## src/rtl/extreme_val_update_pkg.sv

```systemverilog
// Shared definitions for the extreme-value feature record: field offsets,
// record layout and small helpers used by the cache, update stage and classifier.
package extreme_val_update_pkg;

   // Record geometry
   localparam int REC_W        = 192;
   localparam int VEC_W        = 160;
   localparam int FLD_W        = 8;

   // Bit offsets of each field inside the 192-bit record
   localparam int VEC_LSB      = 32;
   localparam int MAX_SIZE_LSB = 24;
   localparam int MIN_SIZE_LSB = 16;
   localparam int MAX_ARIT_LSB = 8;
   localparam int MIN_ARIT_LSB = 0;

   // Packed view of the record; declaration order gives the offsets above
   // (first member is the most significant).
   typedef struct packed {
      logic [VEC_W-1:0] vec;
      logic [FLD_W-1:0] max_size;
      logic [FLD_W-1:0] min_size;
      logic [FLD_W-1:0] max_arit;
      logic [FLD_W-1:0] min_arit;
   } feat_rec_t;

   // Flat vector -> structured record
   function automatic feat_rec_t rec_unpack(input logic [REC_W-1:0] flat);
      feat_rec_t rec;
      rec.vec      = flat[VEC_LSB      +: VEC_W];
      rec.max_size = flat[MAX_SIZE_LSB +: FLD_W];
      rec.min_size = flat[MIN_SIZE_LSB +: FLD_W];
      rec.max_arit = flat[MAX_ARIT_LSB +: FLD_W];
      rec.min_arit = flat[MIN_ARIT_LSB +: FLD_W];
      return rec;
   endfunction

   // Structured record -> flat vector
   function automatic logic [REC_W-1:0] rec_pack(input feat_rec_t rec);
      logic [REC_W-1:0] flat;
      flat                          = '0;
      flat[VEC_LSB      +: VEC_W]   = rec.vec;
      flat[MAX_SIZE_LSB +: FLD_W]   = rec.max_size;
      flat[MIN_SIZE_LSB +: FLD_W]   = rec.min_size;
      flat[MAX_ARIT_LSB +: FLD_W]   = rec.max_arit;
      flat[MIN_ARIT_LSB +: FLD_W]   = rec.min_arit;
      return flat;
   endfunction

   // Unsigned 8-bit max; ties return the stored value unchanged
   function automatic logic [FLD_W-1:0] max8(input logic [FLD_W-1:0] stored,
                                              input logic [FLD_W-1:0] sample);
      return (sample > stored) ? sample : stored;
   endfunction

   // Unsigned 8-bit min; ties return the stored value unchanged
   function automatic logic [FLD_W-1:0] min8(input logic [FLD_W-1:0] stored,
                                              input logic [FLD_W-1:0] sample);
      return (sample < stored) ? sample : stored;
   endfunction

endpackage

```

## src/rtl/extreme_val_fwd_hist.sv

```systemverilog
// Write history used to forward in-flight results to the merge slot.
// Entry 0 is the write being presented this cycle (driven straight from the
// parent's write register); entries 1..HIST-1 are the previous valid writes,
// youngest first. The lookup returns the youngest entry whose address matches.
module extreme_val_fwd_hist
   import extreme_val_update_pkg::*;
#(
   parameter int ADDR_W = 12,
   parameter int HIST   = 4
) (
   input  logic              clk,
   input  logic              rst_n,
   input  logic              i_wr_v,
   input  logic [ADDR_W-1:0] i_wr_addr,
   input  logic [REC_W-1:0]  i_wr_data,
   input  logic [ADDR_W-1:0] i_lkp_addr,
   output logic              o_hit,
   output logic [REC_W-1:0]  o_data
);

   // Older entries (index 1 = most recent write before the current one)
   logic              r_v    [1:HIST-1];
   logic [ADDR_W-1:0] r_addr [1:HIST-1];
   logic [REC_W-1:0]  r_data [1:HIST-1];

   // Full view of the history including entry 0
   logic              w_v    [HIST];
   logic [ADDR_W-1:0] w_addr [HIST];
   logic [REC_W-1:0]  w_data [HIST];

   // Assemble the full history view, current write in slot 0
   always_comb begin
      w_v[0]    = i_wr_v;
      w_addr[0] = i_wr_addr;
      w_data[0] = i_wr_data;
      for (int k = 1; k < HIST; k++) begin
         w_v[k]    = r_v[k];
         w_addr[k] = r_addr[k];
         w_data[k] = r_data[k];
      end
   end

   // Age the history by one slot whenever a valid write is presented
   always_ff @(posedge clk) begin
      if (!rst_n) begin
         for (int k = 1; k < HIST; k++) begin
            r_v[k]    <= 1'b0;
            r_addr[k] <= '0;
            r_data[k] <= '0;
         end
      end else if (i_wr_v) begin
         for (int k = 1; k < HIST; k++) begin
            r_v[k]    <= w_v[k-1];
            r_addr[k] <= w_addr[k-1];
            r_data[k] <= w_data[k-1];
         end
      end
   end

   // Youngest-match mux: scan oldest to youngest so the youngest hit overrides
   always_comb begin
      o_hit  = 1'b0;
      o_data = '0;
      for (int k = HIST-1; k >= 0; k--) begin
         if (w_v[k] && (w_addr[k] == i_lkp_addr)) begin
            o_hit  = 1'b1;
            o_data = w_data[k];
         end
      end
   end

endmodule

```

## src/rtl/extreme_val_update.sv

```systemverilog
// Read-modify-write stage behind the extreme-value cache. A packet descriptor
// accepted in cycle T issues a cache read in T+1, meets the returned history
// in the merge slot at T+1+RD_LAT, and its updated record is written back and
// presented to the classifier at T+2+RD_LAT. Same-flow hazards are covered by
// forwarding from the write history, so the stage never stalls.
//
// Valid semantics: pkt_v, rd_mem, i_rd_data_v, wea and o_upd_v are
// single-cycle qualifiers with no ready/backpressure; the payload beside a
// valid is meaningful only in the cycle the valid is 1. i_rd_data_v must
// arrive exactly RD_LAT cycles after rd_mem; any disagreement latches
// o_sync_err, and the merge is driven by the stage's own context valid.
module extreme_val_update
   import extreme_val_update_pkg::*;
#(
   parameter int ADDR_W = 12,
   parameter int RD_LAT = 2,
   parameter int HIST   = 4
) (
   input  logic              clk,
   input  logic              rst_n,
   // packet descriptors
   input  logic              pkt_v,
   input  logic              pkt_first,
   input  logic [ADDR_W-1:0] pkt_flow_id,
   input  logic [7:0]        pkt_size,
   input  logic [7:0]        pkt_arit,
   input  logic [159:0]      pkt_vec,
   // cache read port
   output logic              rd_mem,
   output logic [ADDR_W-1:0] rd_addr,
   input  logic [7:0]        i_max_pkt_size,
   input  logic [7:0]        i_min_pkt_size,
   input  logic [7:0]        i_max_pkt_arit,
   input  logic [7:0]        i_min_pkt_arit,
   input  logic [159:0]      i_vec_feature,
   input  logic              i_rd_data_v,
   // cache write-back port
   output logic [ADDR_W-1:0] wr_addr,
   output logic [191:0]      wr_data,
   output logic              wea,
   // classifier feed
   output logic              o_upd_v,
   output logic [ADDR_W-1:0] o_flow_id,
   output logic [191:0]      o_feature,
   output logic              o_sync_err
);

   // Per-packet context carried alongside the cache read
   typedef struct packed {
      logic              first;
      logic [ADDR_W-1:0] flow_id;
      logic [7:0]        size;
      logic [7:0]        arit;
      logic [VEC_W-1:0]  vec;
   } ctx_t;

   localparam int DEPTH = RD_LAT + 1;

   // Read issue registers
   logic              r_rd_mem;
   logic [ADDR_W-1:0] r_rd_addr;

   // Context shift pipe; the last stage is the merge slot
   logic              r_ctx_v [DEPTH];
   ctx_t              r_ctx   [DEPTH];

   // Write-back / classifier register
   logic              r_wea;
   logic [ADDR_W-1:0] r_wr_addr;
   logic [REC_W-1:0]  r_wr_data;

   logic              r_sync_err;

   // Combinational signals
   ctx_t              w_pkt_ctx;
   logic              w_slot_v;
   ctx_t              w_slot;
   logic              w_fwd_hit;
   logic [REC_W-1:0]  w_fwd_data;
   feat_rec_t         w_base;
   feat_rec_t         w_merged;

   // Bundle the incoming descriptor into a context word
   always_comb begin
      w_pkt_ctx         = '0;
      w_pkt_ctx.first   = pkt_first;
      w_pkt_ctx.flow_id = pkt_flow_id;
      w_pkt_ctx.size    = pkt_size;
      w_pkt_ctx.arit    = pkt_arit;
      w_pkt_ctx.vec     = pkt_vec;
   end

   // Issue the cache read one cycle after the descriptor is sampled
   always_ff @(posedge clk) begin
      if (!rst_n) begin
         r_rd_mem  <= 1'b0;
         r_rd_addr <= '0;
      end else begin
         r_rd_mem <= pkt_v;
         if (pkt_v) begin
            r_rd_addr <= pkt_flow_id;
         end
      end
   end

   // Carry packet context alongside the read for RD_LAT+1 cycles
   always_ff @(posedge clk) begin
      if (!rst_n) begin
         for (int s = 0; s < DEPTH; s++) begin
            r_ctx_v[s] <= 1'b0;
            r_ctx[s]   <= '0;
         end
      end else begin
         r_ctx_v[0] <= pkt_v;
         if (pkt_v) begin
            r_ctx[0] <= w_pkt_ctx;
         end
         for (int s = 1; s < DEPTH; s++) begin
            r_ctx_v[s] <= r_ctx_v[s-1];
            if (r_ctx_v[s-1]) begin
               r_ctx[s] <= r_ctx[s-1];
            end
         end
      end
   end

   assign w_slot_v = r_ctx_v[DEPTH-1];
   assign w_slot   = r_ctx[DEPTH-1];

   // Forwarding history; entry 0 is the write register presented this cycle
   extreme_val_fwd_hist #(
      .ADDR_W (ADDR_W),
      .HIST   (HIST)
   ) u_fwd_hist (
      .clk        (clk),
      .rst_n      (rst_n),
      .i_wr_v     (r_wea),
      .i_wr_addr  (r_wr_addr),
      .i_wr_data  (r_wr_data),
      .i_lkp_addr (w_slot.flow_id),
      .o_hit      (w_fwd_hit),
      .o_data     (w_fwd_data)
   );

   // Pick the base record (forwarded write wins over the cache) and merge
   always_comb begin
      w_base   = '0;
      w_merged = '0;
      if (w_fwd_hit) begin
         w_base = rec_unpack(w_fwd_data);
      end else begin
         w_base.vec      = i_vec_feature;
         w_base.max_size = i_max_pkt_size;
         w_base.min_size = i_min_pkt_size;
         w_base.max_arit = i_max_pkt_arit;
         w_base.min_arit = i_min_pkt_arit;
      end
      w_merged.vec = w_slot.vec;
      if (w_slot.first) begin
         w_merged.max_size = w_slot.size;
         w_merged.min_size = w_slot.size;
         w_merged.max_arit = w_slot.arit;
         w_merged.min_arit = w_slot.arit;
      end else begin
         w_merged.max_size = max8(w_base.max_size, w_slot.size);
         w_merged.min_size = min8(w_base.min_size, w_slot.size);
         w_merged.max_arit = max8(w_base.max_arit, w_slot.arit);
         w_merged.min_arit = min8(w_base.min_arit, w_slot.arit);
      end
   end

   // Register the merged record for write-back; bubbles only drop the strobe
   always_ff @(posedge clk) begin
      if (!rst_n) begin
         r_wea     <= 1'b0;
         r_wr_addr <= '0;
         r_wr_data <= '0;
      end else begin
         r_wea <= w_slot_v;
         if (w_slot_v) begin
            r_wr_addr <= w_slot.flow_id;
            r_wr_data <= rec_pack(w_merged);
         end
      end
   end

   // Latch any disagreement between returned data valid and the merge slot
   always_ff @(posedge clk) begin
      if (!rst_n) begin
         r_sync_err <= 1'b0;
      end else if (w_slot_v != i_rd_data_v) begin
         r_sync_err <= 1'b1;
      end
   end

   assign rd_mem     = r_rd_mem;
   assign rd_addr    = r_rd_addr;
   assign wea        = r_wea;
   assign wr_addr    = r_wr_addr;
   assign wr_data    = r_wr_data;
   assign o_upd_v    = r_wea;
   assign o_flow_id  = r_wr_addr;
   assign o_feature  = r_wr_data;
   assign o_sync_err = r_sync_err;

endmodule

```

## config.mk

```make
export PLATFORM = sky130hd
export DESIGN_NAME = extreme_val_update
export DESIGN_NICKNAME = d
export VERILOG_FILES = /design/src/rtl/extreme_val_update_pkg.sv /design/src/rtl/extreme_val_fwd_hist.sv /design/src/rtl/extreme_val_update.sv
export SDC_FILE = /design/constraint.sdc
export NUM_CORES = 1
export LEC_CHECK = 0
export BUFFER_PORTS_ARGS = -buffer_cell sky130_fd_sc_hd__buf_2
export CAP_MARGIN = 20
export CORE_MARGIN = 4
export CORE_UTILIZATION = 55
export CTS_BUF_LIST = sky130_fd_sc_hd__clkbuf_4
export CTS_CLUSTER_DIAMETER = 40
export DETAILED_ROUTE_END_ITERATION = 10
export GPL_TIMING_DRIVEN = 0
export PLACE_DENSITY = 0.76
export SYNTH_ARGS = -nofsm -noshare
export SYNTH_HDL_FRONTEND = slang
export SYNTH_HIERARCHICAL = 1
export SYNTH_SLANG_ARGS = --single-unit
```

## constraint.sdc

```tcl
create_clock -name clk -period 25.6 [get_ports clk]
set_clock_uncertainty 0.1 [all_clocks]
set_input_delay 3.84 -clock clk [delete_from_list [all_inputs] [get_ports clk]]
set_output_delay 3.84 -clock clk [all_outputs]
set_load 0.02 [all_outputs]
```

## After elaboration in Yosys (flattened, before gate mapping)

Memory sizes are Yosys's and may differ from the RTL's.
Index checks and enable logic that the tools add are counted.

| storage, ports and cells | value |
|---|---|
| register bits after elaboration | 219 |
| bits in writable memories | 1185 |
| input port bits | 385 |
| output and inout port bits | 424 |
| word-level logic and storage cells | 82 |
| memories kept | 5 |

| cells by class | value |
|---|---|
| magnitude comparators | 4 |
| equality and inequality tests | 5 |
| muxes and demuxes | 43 |
| bitwise operators | 15 |
| reductions and logical operators | 4 |

Memories:

| name | depth | bits a word | rd ports | clocked after memory_dff | write ports | line | RTL |
|---|---|---|---|---|---|---|---|
| u_fwd_hist.r_data | 3 | 192 | 3 | 0 | 3 | extreme_val_fwd_hist.sv:24 | `logic [REC_W-1:0] r_data [1:HIST-1];` |
| r_ctx | 3 | 189 | 3 | 0 | 3 | extreme_val_update.sv:65 | `ctx_t r_ctx [DEPTH];` |
| u_fwd_hist.r_addr | 3 | 12 | 3 | 0 | 3 | extreme_val_fwd_hist.sv:23 | `logic [ADDR_W-1:0] r_addr [1:HIST-1];` |
| r_ctx_v | 3 | 1 | 3 | 0 | 3 | extreme_val_update.sv:64 | `logic r_ctx_v [DEPTH];` |
| u_fwd_hist.r_v | 3 | 1 | 3 | 0 | 3 | extreme_val_fwd_hist.sv:22 | `logic r_v [1:HIST-1];` |

Operators with widths:

| operator | count |
|---|---|
| two-way mux 192 bit | 3 |
| two-way mux 189 bit | 3 |
| two-way mux 32 bit | 6 |
| equality test 12 bit | 4 |
| two-way mux 12 bit | 3 |
| two-way mux 8 bit | 4 |
| two-way mux 1 bit | 24 |
| greater-than comparator 8 bit | 2 |
| < comparator 8 bit | 2 |
| OR 1 bit | 15 |
| logical AND 1 bit | 4 |
| inequality test 1 bit | 1 |

## Logic depth before layout (Yosys ltp)

Gate-level depths: netlist of the first run.
An unclocked memory read counts as a cell.

| depth | value |
|---|---|
| word-level depth | 11 |
| mapped depth | 18 |

## Hierarchy

Netlist of the first run, hierarchy kept.

By module, submodules not included:

| module | times used | cells an instance | area an instance (µm²) |
|---|---|---|---|
| extreme_val_fwd_hist | 1 | 3282 | 33948.8 |
| extreme_val_update | 1 | 2312 | 31875.6 |

## Worst setup path after synthesis of the first run

No wires, ideal clock.

| timing path | value |
|---|---|
| path kind | in2reg |
| start | input rst_n |
| end | register u_fwd_hist/r_addr[0][0] (netlist name) |
| library setup time | 1.096 ns |
| arrival time | 17.921 ns |
| required time | 24.404 ns |
| slack | 6.484 ns |
| cell stages on the path | 2 |
| path buffers | 1 |
| path through | clkbuf_1 -> nand2b_1 |

RTL lines:

| item | line | RTL |
|---|---|---|
| start, declared | extreme_val_update.sv:20 | `input logic rst_n,` |

==> metrics.log, run 1 <==
[metrics] average wire length per cell after detail routing: 22.5 µm
[metrics] unrepaired setup endpoints after global routing: no
[metrics] TritonCTS clock tree: yes
[metrics] arrival time reported for the critical path endpoint: 6730 ps
[metrics] buffers inserted during post-CTS setup optimization: 0
[metrics] H-tree depth: 4
[metrics] total number of yosys warnings: 6
[metrics] critical path endpoint category: register
[metrics] share of power burned in combinational logic: 0.075
[metrics] maximum clock frequency: 165 MHz
[metrics] Final GP Congestion: 0.964
[metrics] number of hold-repair buffers added at the cts stage: 0
[metrics] biggest fanout along the worst timing path: 56
[metrics] area added between synthesis and finish: 20.0%
[metrics] type of the worst min-delay path: register to register
[metrics] final sum of negative setup slack: 0 ps
[metrics] Detailed Route WL: 115000 µm
[metrics] placed wire-length estimate after detailed placement: 86400 µm
[metrics] CTS Buf Count: 224
[metrics] number of optimization iterations in the first detailed-route pass: 5
[metrics] count of pins on the block boundary: 809
[metrics] Clock Path Buffers: 3
[metrics] total global routing track utilization: 0.296
[metrics] internal power consumption: 2460 µW
[metrics] Clock Pin Slew Worst Setup and Hold Paths: 60 ps
[metrics] initial core utilization: 0.559
[metrics] number of instances in the synthesized netlist: 3050
[metrics] most frequent standard cell in the layout excluding fill and tap cells: sky130_fd_sc_hd__edfxtp_1
[metrics] cts repair resizes: 0
[metrics] relative contribution of the clock network to total power: 0.392
[metrics] CTS root buffer: sky130_fd_sc_hd__clkbuf_4
[metrics] Min-Delay Path Depth: 1
[metrics] status: completed
[metrics] Worst Setup Slack, final: 19550 ps
[metrics] antenna violations before repair: 17
[metrics] area of all sequential standard cells: 25500 µm²
[metrics] post-synthesis instance area: 39400 µm²
[metrics] Leak Pwr: 0.0201 µW
[metrics] Max-Cap Viols: 0
[metrics] wire length of the first global-routing pass: 163000 µm
[metrics] Std-Cell Core Area: 70500 µm²
[metrics] synthesized area per cell: 12.9 µm²
[metrics] pre-CTS setup slack: 18370 ps
[metrics] peak supply drop: 0.0544 mV
[metrics] via count of the first global-routing pass: 25500
[metrics] antenna-violating nets left: 0
[metrics] Post-Place Cell Area: 44100 µm²
[metrics] Worst Path Class, Setup: primary input to register
[metrics] switching part of the total: 0.244
[metrics] area of the die: 76000 µm²
[metrics] worst hold slack after final layout: 369 ps
[metrics] Least-Margin Pin Slew: 1170 ps
[metrics] total area of multi-input combinational cells: 11300 µm²
[metrics] Vias: 26600
[metrics] final period demand of the worst path: 6050 ps
[metrics] highest-count cells in the layout ignoring fill and taps: sky130_fd_sc_hd__edfxtp_1, sky130_fd_sc_hd__buf_2, sky130_fd_sc_hd__and2_1
[metrics] Die H: 276 µm
[metrics] Setup-failing EPs final: 0
[metrics] kind of start point of the critical path: primary input
[metrics] nets@finish: 4348
[metrics] total grt overflow: 0
[metrics] count of endpoints failing hold in the final timing report: 0
[metrics] vias per cell: 5.23
[metrics] count of buffers inserted at the top-level ports: 647
[metrics] number of fillers in the final layout: 5355
[metrics] chip width: 276 µm
[metrics] portion of the clock cycle consumed by the worst path in the final layout: 0.236
[metrics] number of core rows: 97
[metrics] drt initial violations: 2455
[metrics] clock sink count: 923
[metrics] maximum number of pins on one net before global-route repair: 73
[metrics] total power per unit cell area: 68.9 nW/µm²
[metrics] fraction of layout instances using a drive strength above 1: 0.320
[metrics] final instance area: 47300 µm²
[metrics] switching pwr: 793 µW
[metrics] worst-case reg-to-reg path depth: 18
[metrics] Data required, critical path: 26280 ps
[metrics] normalized max-slew margin: 0.211
[metrics] max-slew violation count: 0
[metrics] sequential share of power: 0.533
[metrics] latest clock arrival within the worst-skew pair: 1050 ps
[metrics] core occupancy in the finished layout: 0.670
[metrics] DRC violations left: 0
[metrics] net count after synthesis: 3465
## final cells by class
| class | instances | area share |
|---|---|---|
| clock inverter | 65 | 0.00860 |
| buffer | 468 | 0.0553 |
| timing repair buffer | 657 | 0.0742 |
| tap | 940 | 0.0249 |
| antenna | 16 | 0.000847 |
| multi-input combinational | 1651 | 0.239 |
| sequential | 923 | 0.540 |
| clock buffer | 362 | 0.0575 |
| inverter | 8 | 0.000635 |
## critical path, cell delays in order
cell and delay, ps:
sky130_fd_sc_hd__buf_2 300, sky130_fd_sc_hd__clkbuf_1 620, sky130_fd_sc_hd__clkbuf_1 700, sky130_fd_sc_hd__nand2b_4 550, sky130_fd_sc_hd__buf_16 390, sky130_fd_sc_hd__buf_16 250
## metal layers
metal  global-route usage  vias up  wire length [µm]  share of wire
li1                     -    12400                 -              -
met5                    0        -                12        0.00010
met4                0.128        2              4590          0.040
met2                0.447     1254             51200           0.45
met1                0.397    12700             46300           0.40
met3               0.0973      195             12500           0.11
## flip-flops by register name, indices dropped and copies added (netlist names)
register / cells
rd_addr: 12
u_fwd_hist/r_data: 96
o_upd_v: 1
o_flow_id: 12
r_ctx_v: 3
u_fwd_hist/r_addr: 36
u_fwd_hist/r_v: 3
r_ctx: 567
o_sync_err: 1
o_feature: 192
## worst paths after layout
path | from | end | slack, ps
worst min-delay path | o_sync_err | o_sync_err | 370
worst max-delay path | rst_n | r_ctx[0][145] | 19550
worst max register to register | r_ctx[0][556] | o_feature[12] | 20090
worst min register to register | o_sync_err | o_sync_err | 370
## power by group through the flow
stage               sequential, µW  combinational [µW]  clock, µW
floorplan                     1770                 140          0
global placement              1780                 233          0
detailed placement            1770                 244          0
CTS                           1730                 245       1300
global route                  1740                 266       1380
finish                        1730                 245       1280
## stage by stage
stage / power, µW / cells
global route: 3390 / 5086
detailed placement: 2010 / 4647
finish: 3250 / 5090
floorplan: 1910 / 3050
global placement: 2020 / 4637
CTS: 3280 / 5074
Note: power is estimated with default switching activity, not from simulation.
==> run 2, diff against run 1 <==
Clock period 25.6 ns to 5.8 ns, I/O delays scaled along.
==> run 2 against run 1 <==
Compared with the run above:
- flip-flop and latch count did not move
- worst hold slack got worse by 220 ps
- worst setup slack got worse by 19000 ps
- total power rose to 4.4 times the previous value
- non-clock buffer count rose by 168
- critical path depth rose by 12
- count of clock-buffer cells in the layout rose by 11
- combinational power rose to 4.9 times the previous value
- largest power group unchanged
==> metrics.log, run 2 (synthesis gave the netlist of run 1 again) <==
[metrics] status: completed
[metrics] count of endpoints failing hold in the final timing report: 0
[metrics] number of optimization iterations in the first detailed-route pass: 6
[metrics] Detailed Route WL: 120000 µm
[metrics] cts repair resizes: 0
[metrics] Setup-failing EPs final: 0
[metrics] Reg with most FFs: r_ctx
[metrics] number of fillers in the final layout: 4954
[metrics] antenna violations before repair: 14
[metrics] Crit path largest cell delay: 690 ps
[metrics] latest clock arrival within the worst-skew pair: 1040 ps
[metrics] Std-Cell Core Area: 70500 µm²
[metrics] nets@finish: 4517
[metrics] area of the die: 76000 µm²
[metrics] final sum of negative setup slack: 0 ps
[metrics] type of the worst min-delay path: primary input to register
[metrics] unrepaired setup endpoints after global routing: no
[metrics] portion of the clock cycle consumed by the worst path in the final layout: 0.950
[metrics] peak supply drop: 0.177 mV
[metrics] drt initial violations: 2701
[metrics] final instance area: 48900 µm²
[metrics] initial core utilization: 0.559
[metrics] H-tree depth: 4
[metrics] max FFs per register: 567
[metrics] Clock Pin Slew Worst Setup and Hold Paths: 70 ps
[metrics] arrival time reported for the critical path endpoint: 6300 ps
[metrics] fraction of layout instances using a drive strength above 1: 0.309
[metrics] CTS Buf Count: 225
[metrics] number of placed instances with taps included: 4648
[metrics] max-slew violation count: 0
[metrics] average wire length per cell after detail routing: 22.8 µm
[metrics] Least-Margin Pin Slew: 1080 ps
[metrics] normalized max-slew margin: 0.279
[metrics] final non-filler cell total: 5248
[metrics] Max-Cap Viols: 0
[metrics] kind of start point of the critical path: register
[metrics] Worst R2R End: o_feature[11]
[metrics] Vias: 27700
[metrics] Die H: 276 µm
[metrics] vias per cell: 5.28
[metrics] CTS root buffer: sky130_fd_sc_hd__clkbuf_4
[metrics] maximum clock frequency: 182 MHz
[metrics] Final GP Congestion: 0.937
[metrics] DRC violations left: 0
[metrics] Data required, critical path: 6590 ps
[metrics] number of core rows: 97
[metrics] placed wire-length estimate after detailed placement: 86600 µm
[metrics] critical-path cell list: clkbuf_1 > xnor2_1 > nand4_1 > or4_1 > clkbuf_1 > clkbuf_1 > nand4_1 > buf_2 > buf_2 > buf_4 > mux2i_1 > ha_1 > a21oi_2 > o221ai_2 > a2111oi_4 > buf_6 > o21ai_0 > a32o_1
[metrics] Post-Place Cell Area: 44100 µm²
[metrics] standard cell with the maximum stage delay on the critical path: sky130_fd_sc_hd__or4_1
[metrics] most frequent standard cell in the layout excluding fill and tap cells: sky130_fd_sc_hd__edfxtp_1
[metrics] total power per unit cell area: 295 nW/µm²
[metrics] maximum number of pins on one net before global-route repair: 68
[metrics] worst-case reg-to-reg path depth: 18
[metrics] count of pins on the block boundary: 809
[metrics] antenna-violating nets left: 0
[metrics] via count of the first global-routing pass: 27100
[metrics] area added between synthesis and finish: 24.1%
[metrics] final period demand of the worst path: 5510 ps
[metrics] crit path to: o_feature[11]
[metrics] highest-count cells in the layout ignoring fill and taps: sky130_fd_sc_hd__edfxtp_1, sky130_fd_sc_hd__buf_2, sky130_fd_sc_hd__and2_1
[metrics] number of hold-repair buffers added at the cts stage: 167
[metrics] most used cell along the critical path: sky130_fd_sc_hd__clkbuf_1
[metrics] count of buffer and inverter cells on the critical path: 7
[metrics] critical path depth in cells: 18
[metrics] critical path endpoint category: register
[metrics] buffers inserted during post-CTS setup optimization: 0
[metrics] TritonCTS clock tree: yes
[metrics] worst reg-to-reg setup slack: 290 ps
[metrics] chip width: 276 µm
[metrics] cell family with the largest share of critical-path delay: buffers and inverters
[metrics] count of buffers inserted at the top-level ports: 647
[metrics] total global routing track utilization: 0.311
[metrics] Leak Pwr: 0.0208 µW
[metrics] wire length of the first global-routing pass: 172000 µm
[metrics] clock sink count: 923
[metrics] Worst Path Class, Setup: register to register
[metrics] launch point of the worst path: r_ctx[0][564]
[metrics] total grt overflow: 0
[metrics] Clock Path Buffers: 3
[metrics] biggest fanout along the worst timing path: 10
[metrics] total area of multi-input combinational cells: 11300 µm²
[metrics] area of all sequential standard cells: 25500 µm²
[metrics] critical register-to-register path startpoint: r_ctx[0][564]
## run 2: worst min path at each step
stage	end	start	slack (ps)	depth (start not counted)
2_1_floorplan	r_ctx_v[0][2]	r_ctx_v[0][1]	350	1
6_report	rd_addr[2]	pkt_flow_id[2]	150	3
4_1_cts	rd_addr[3]	pkt_flow_id[3]	8	3
3_3_place_gp	r_ctx_v[0][2]	r_ctx_v[0][1]	370	1
3_5_place_dp	r_ctx_v[0][2]	r_ctx_v[0][1]	390	1
5_1_grt	r_ctx[0][182]	pkt_flow_id[6]	60	2
## run 2: power breakdown
| group | internal (µW) | total [µW] | switching (µW) | leakage, µW |
|---|---|---|---|---|
| Sequential | 7510 | 7660 | 145 | 0.00925 |
| Combinational | 479 | 1190 | 716 | 0.00972 |
| Clock | 2920 | 5580 | 2660 | 0.00184 |
| Total | 10900 | 14400 | 3520 | 0.0208 |
## run 2: metrics by stage
stage | total power (µW) | utilization | hold slack (ps) | setup WS [ps]
after global routing | 15000 | 0.693 | 62.5 | 0.0475
after detailed placement | 8870 | 0.626 | 388 | 492
after floorplan | 8420 | - | 349 | 1090
after global placement | 8860 | 0.621 | 370 | -943
after CTS | 14500 | 0.693 | 7.90 | 397
final | 14400 | 0.693 | 147 | 291
## run 2: layout make-up
class | count | area share
sequential | 923 | 0.522
buffer | 468 | 0.0534
timing repair buffer | 825 | 0.106
antenna | 10 | 0.000512
clock inverter | 50 | 0.00555
tap | 940 | 0.0241
clock buffer | 373 | 0.0573
inverter | 8 | 0.000614
multi-input combinational | 1651 | 0.231
## run 2: metal layers
layer	up-vias	GRT usage	routed length [µm]
li1	12800	-	-
met1	13300	0.420	47900
met2	1407	0.479	54300
met3	222	0.0913	13100
met4	0	0.119	4450
met5	-	0	0
## run 2: worst min-delay path, cell delays in order
cell and delay, ps:
sky130_fd_sc_hd__buf_2 140, sky130_fd_sc_hd__mux2i_1 90, sky130_fd_sc_hd__nor2b_1 100
==> run 3, diff against run 2 <==
Settings changed: CORE_MARGIN 4 to default, SETUP_SLACK_MARGIN from default to 0.05.
Clock period 5.8 ns to 7 ns, I/O delays scaled along.
==> run 3 against run 2 <==
Compared with the run above:
- via count shrank 3.9%
- worst setup slack gained 1400 ps
- sequential power down 17%
- routed wire length shrank 4.7%
- final cell count shrank 3.0%
- count of clock-buffer cells in the layout decreased by 21
- sequential share of layout area rose by 1.8 points
- critical path depth did not move
- clock power shrank 17%
- total power fell by 18%
- combinational power decreased by 25%
- critical endpoint is now o_feature[15]
==> metrics.log, run 3 (synthesis gave the netlist of run 1 again) <==
[metrics] most frequent standard cell in the layout excluding fill and tap cells: sky130_fd_sc_hd__edfxtp_1
[metrics] highest-count cells in the layout ignoring fill and taps: sky130_fd_sc_hd__edfxtp_1, sky130_fd_sc_hd__buf_2, sky130_fd_sc_hd__and2_1
[metrics] maximum clock frequency: 189 MHz
[metrics] Worst Setup Slack, final: 1700 ps
[metrics] Worst Path Class, Setup: register to register
[metrics] worst-case reg-to-reg path depth: 18
[metrics] portion of the clock cycle consumed by the worst path in the final layout: 0.757
[metrics] number of placed instances with taps included: 4647
[metrics] H-tree depth: 4
[metrics] Leak Pwr: 0.0201 µW
[metrics] Crit path largest cell delay: 720 ps
[metrics] Detailed Route WL: 114000 µm
[metrics] Max-Cap Viols: 0
[metrics] final non-filler cell total: 5091
[metrics] crit path to: o_feature[15]
[metrics] critical-path cell list: clkbuf_1 > xnor2_1 > nand4_1 > or4_1 > clkbuf_1 > clkbuf_1 > nand4_1 > buf_2 > buf_2 > buf_4 > mux2i_1 > ha_1 > a21oi_2 > o221ai_2 > a2111oi_4 > buf_6 > o21ai_0 > a32o_1
[metrics] status: completed
[metrics] worst reg-to-reg setup slack: 1700 ps
[metrics] nets@finish: 4350
[metrics] final period demand of the worst path: 5300 ps
[metrics] Min-Delay Path Depth: 2
[metrics] chip width: 270 µm
[metrics] number of hold-repair buffers added at the cts stage: 0
[metrics] latest clock arrival within the worst-skew pair: 1100 ps
[metrics] normalized max-slew margin: 0.289
[metrics] type of the worst min-delay path: primary input to register
[metrics] number of optimization iterations in the first detailed-route pass: 7
[metrics] area of the die: 72700 µm²
[metrics] Setup-failing EPs final: 0
[metrics] TritonCTS clock tree: yes
[metrics] Reg with most FFs: r_ctx
[metrics] standard cell with the maximum stage delay on the critical path: sky130_fd_sc_hd__or4_1
[metrics] max-slew violation count: 0
[metrics] critical path endpoint category: register
[metrics] critical path depth in cells: 18
[metrics] total grt overflow: 0
[metrics] biggest fanout along the worst timing path: 10
[metrics] Vias: 26600
[metrics] Clock Path Buffers: 3
[metrics] arrival time reported for the critical path endpoint: 6130 ps
[metrics] Worst R2R End: o_feature[15]
[metrics] total power: 11900 µW
[metrics] Std-Cell Core Area: 70400 µm²
[metrics] average wire length per cell after detail routing: 22.4 µm
[metrics] total power per unit cell area: 251 nW/µm²
[metrics] most used cell along the critical path: sky130_fd_sc_hd__clkbuf_1
[metrics] count of buffers inserted at the top-level ports: 647
[metrics] final sum of negative setup slack: 0 ps
[metrics] fraction of layout instances using a drive strength above 1: 0.319
[metrics] placed wire-length estimate after detailed placement: 85800 µm
[metrics] peak supply drop: 0.173 mV
[metrics] Final GP Congestion: 0.980
[metrics] Die H: 270 µm
[metrics] launch point of the worst path: r_ctx[0][558]
[metrics] maximum number of pins on one net before global-route repair: 75
[metrics] total global routing track utilization: 0.310
[metrics] antenna violations before repair: 20
[metrics] critical register-to-register path startpoint: r_ctx[0][558]
[metrics] area added between synthesis and finish: 19.9%
[metrics] vias per cell: 5.23
[metrics] number of core rows: 97
[metrics] max FFs per register: 567
[metrics] initial core utilization: 0.560
[metrics] clock sink count: 923
[metrics] CTS Buf Count: 226
[metrics] cts repair resizes: 0
[metrics] count of endpoints failing hold in the final timing report: 0
[metrics] Data required, critical path: 7830 ps
[metrics] cell family with the largest share of critical-path delay: buffers and inverters
[metrics] kind of start point of the critical path: register
[metrics] worst hold slack after final layout: 123 ps
[metrics] antenna-violating nets left: 0
[metrics] CTS root buffer: sky130_fd_sc_hd__clkbuf_4
[metrics] wire length of the first global-routing pass: 164000 µm
[metrics] buffers inserted during post-CTS setup optimization: 0
[metrics] DRC violations left: 0
[metrics] Least-Margin Pin Slew: 1070 ps
[metrics] count of buffer and inverter cells on the critical path: 7
[metrics] via count of the first global-routing pass: 25500
[metrics] Clock Pin Slew Worst Setup and Hold Paths: 70 ps
[metrics] drt initial violations: 2467
[metrics] pre-CTS setup slack: 1840 ps
[metrics] count of pins on the block boundary: 809
[metrics] unrepaired setup endpoints after global routing: no
[run 3: changes by cell type in the layout (fill, tap and decap cells not counted), moves of 2 or more]
cell / change
sky130_fd_sc_hd__dlygate4sd3_1: -167
sky130_fd_sc_hd__inv_8: -2
sky130_fd_sc_hd__clkbuf_4: -21
sky130_fd_sc_hd__inv_6: +2
sky130_fd_sc_hd__diode_2: +7
sky130_fd_sc_hd__inv_12: +3
sky130_fd_sc_hd__clkinv_2: +7
sky130_fd_sc_hd__bufinv_16: +2
sky130_fd_sc_hd__clkinv_1: +16
sky130_fd_sc_hd__clkinvlp_4: -2
[run 3: cell type report]
cell class	count	area, µm²
diodes	17	42.5
plain buffers	468	2610
clock buffers	352	2640
clock inverters	75	459
fillers	5270	23100
inverters	8	30.0
multi-input cells	1651	11300
flip-flops and latches	923	25500
well taps	940	1180
repair buffers	657	3510
[run 3: worst min-delay path by stage]
| stage | slack (ps) | start | endpoint |
|---|---|---|---|
| 2_1_floorplan | 350 | r_ctx_v[0][1] | r_ctx_v[0][2] |
| 3_3_place_gp | 350 | o_sync_err | o_sync_err |
| 3_5_place_dp | 360 | o_sync_err | o_sync_err |
| 4_1_cts | 30 | pkt_vec[141] | r_ctx[0][141] |
| 5_1_grt | 50 | pkt_vec[142] | r_ctx[0][142] |
| 6_report | 120 | pkt_vec[141] | r_ctx[0][141] |
[run 3: layer usage]
| layer | track usage | wire length, µm | vias to the layer above |
|---|---|---|---|
| li1 | - | - | 12400 |
| met1 | 0.418 | 47900 | 12700 |
| met2 | 0.463 | 50200 | 1239 |
| met3 | 0.109 | 12600 | 202 |
| met4 | 0.111 | 3350 | 2 |
| met5 | 0 | 16 | - |
[run 3: where the power goes]
part | internal, µW | leakage (µW) | switching, µW
logic | 333 | 0.00901 | 563
clock network | 2400 | 0.00184 | 2230
registers | 6230 | 0.00925 | 122
total | 8960 | 0.0201 | 2910
[run 3: per-stage QoR]
step           cell area (µm²)  utilization
6_report                 47200        0.671
3_5_place_dp             44100        0.627
4_1_cts                  47200        0.671
3_3_place_gp             43800        0.622
2_1_floorplan            39400            -
5_1_grt                  47200        0.671
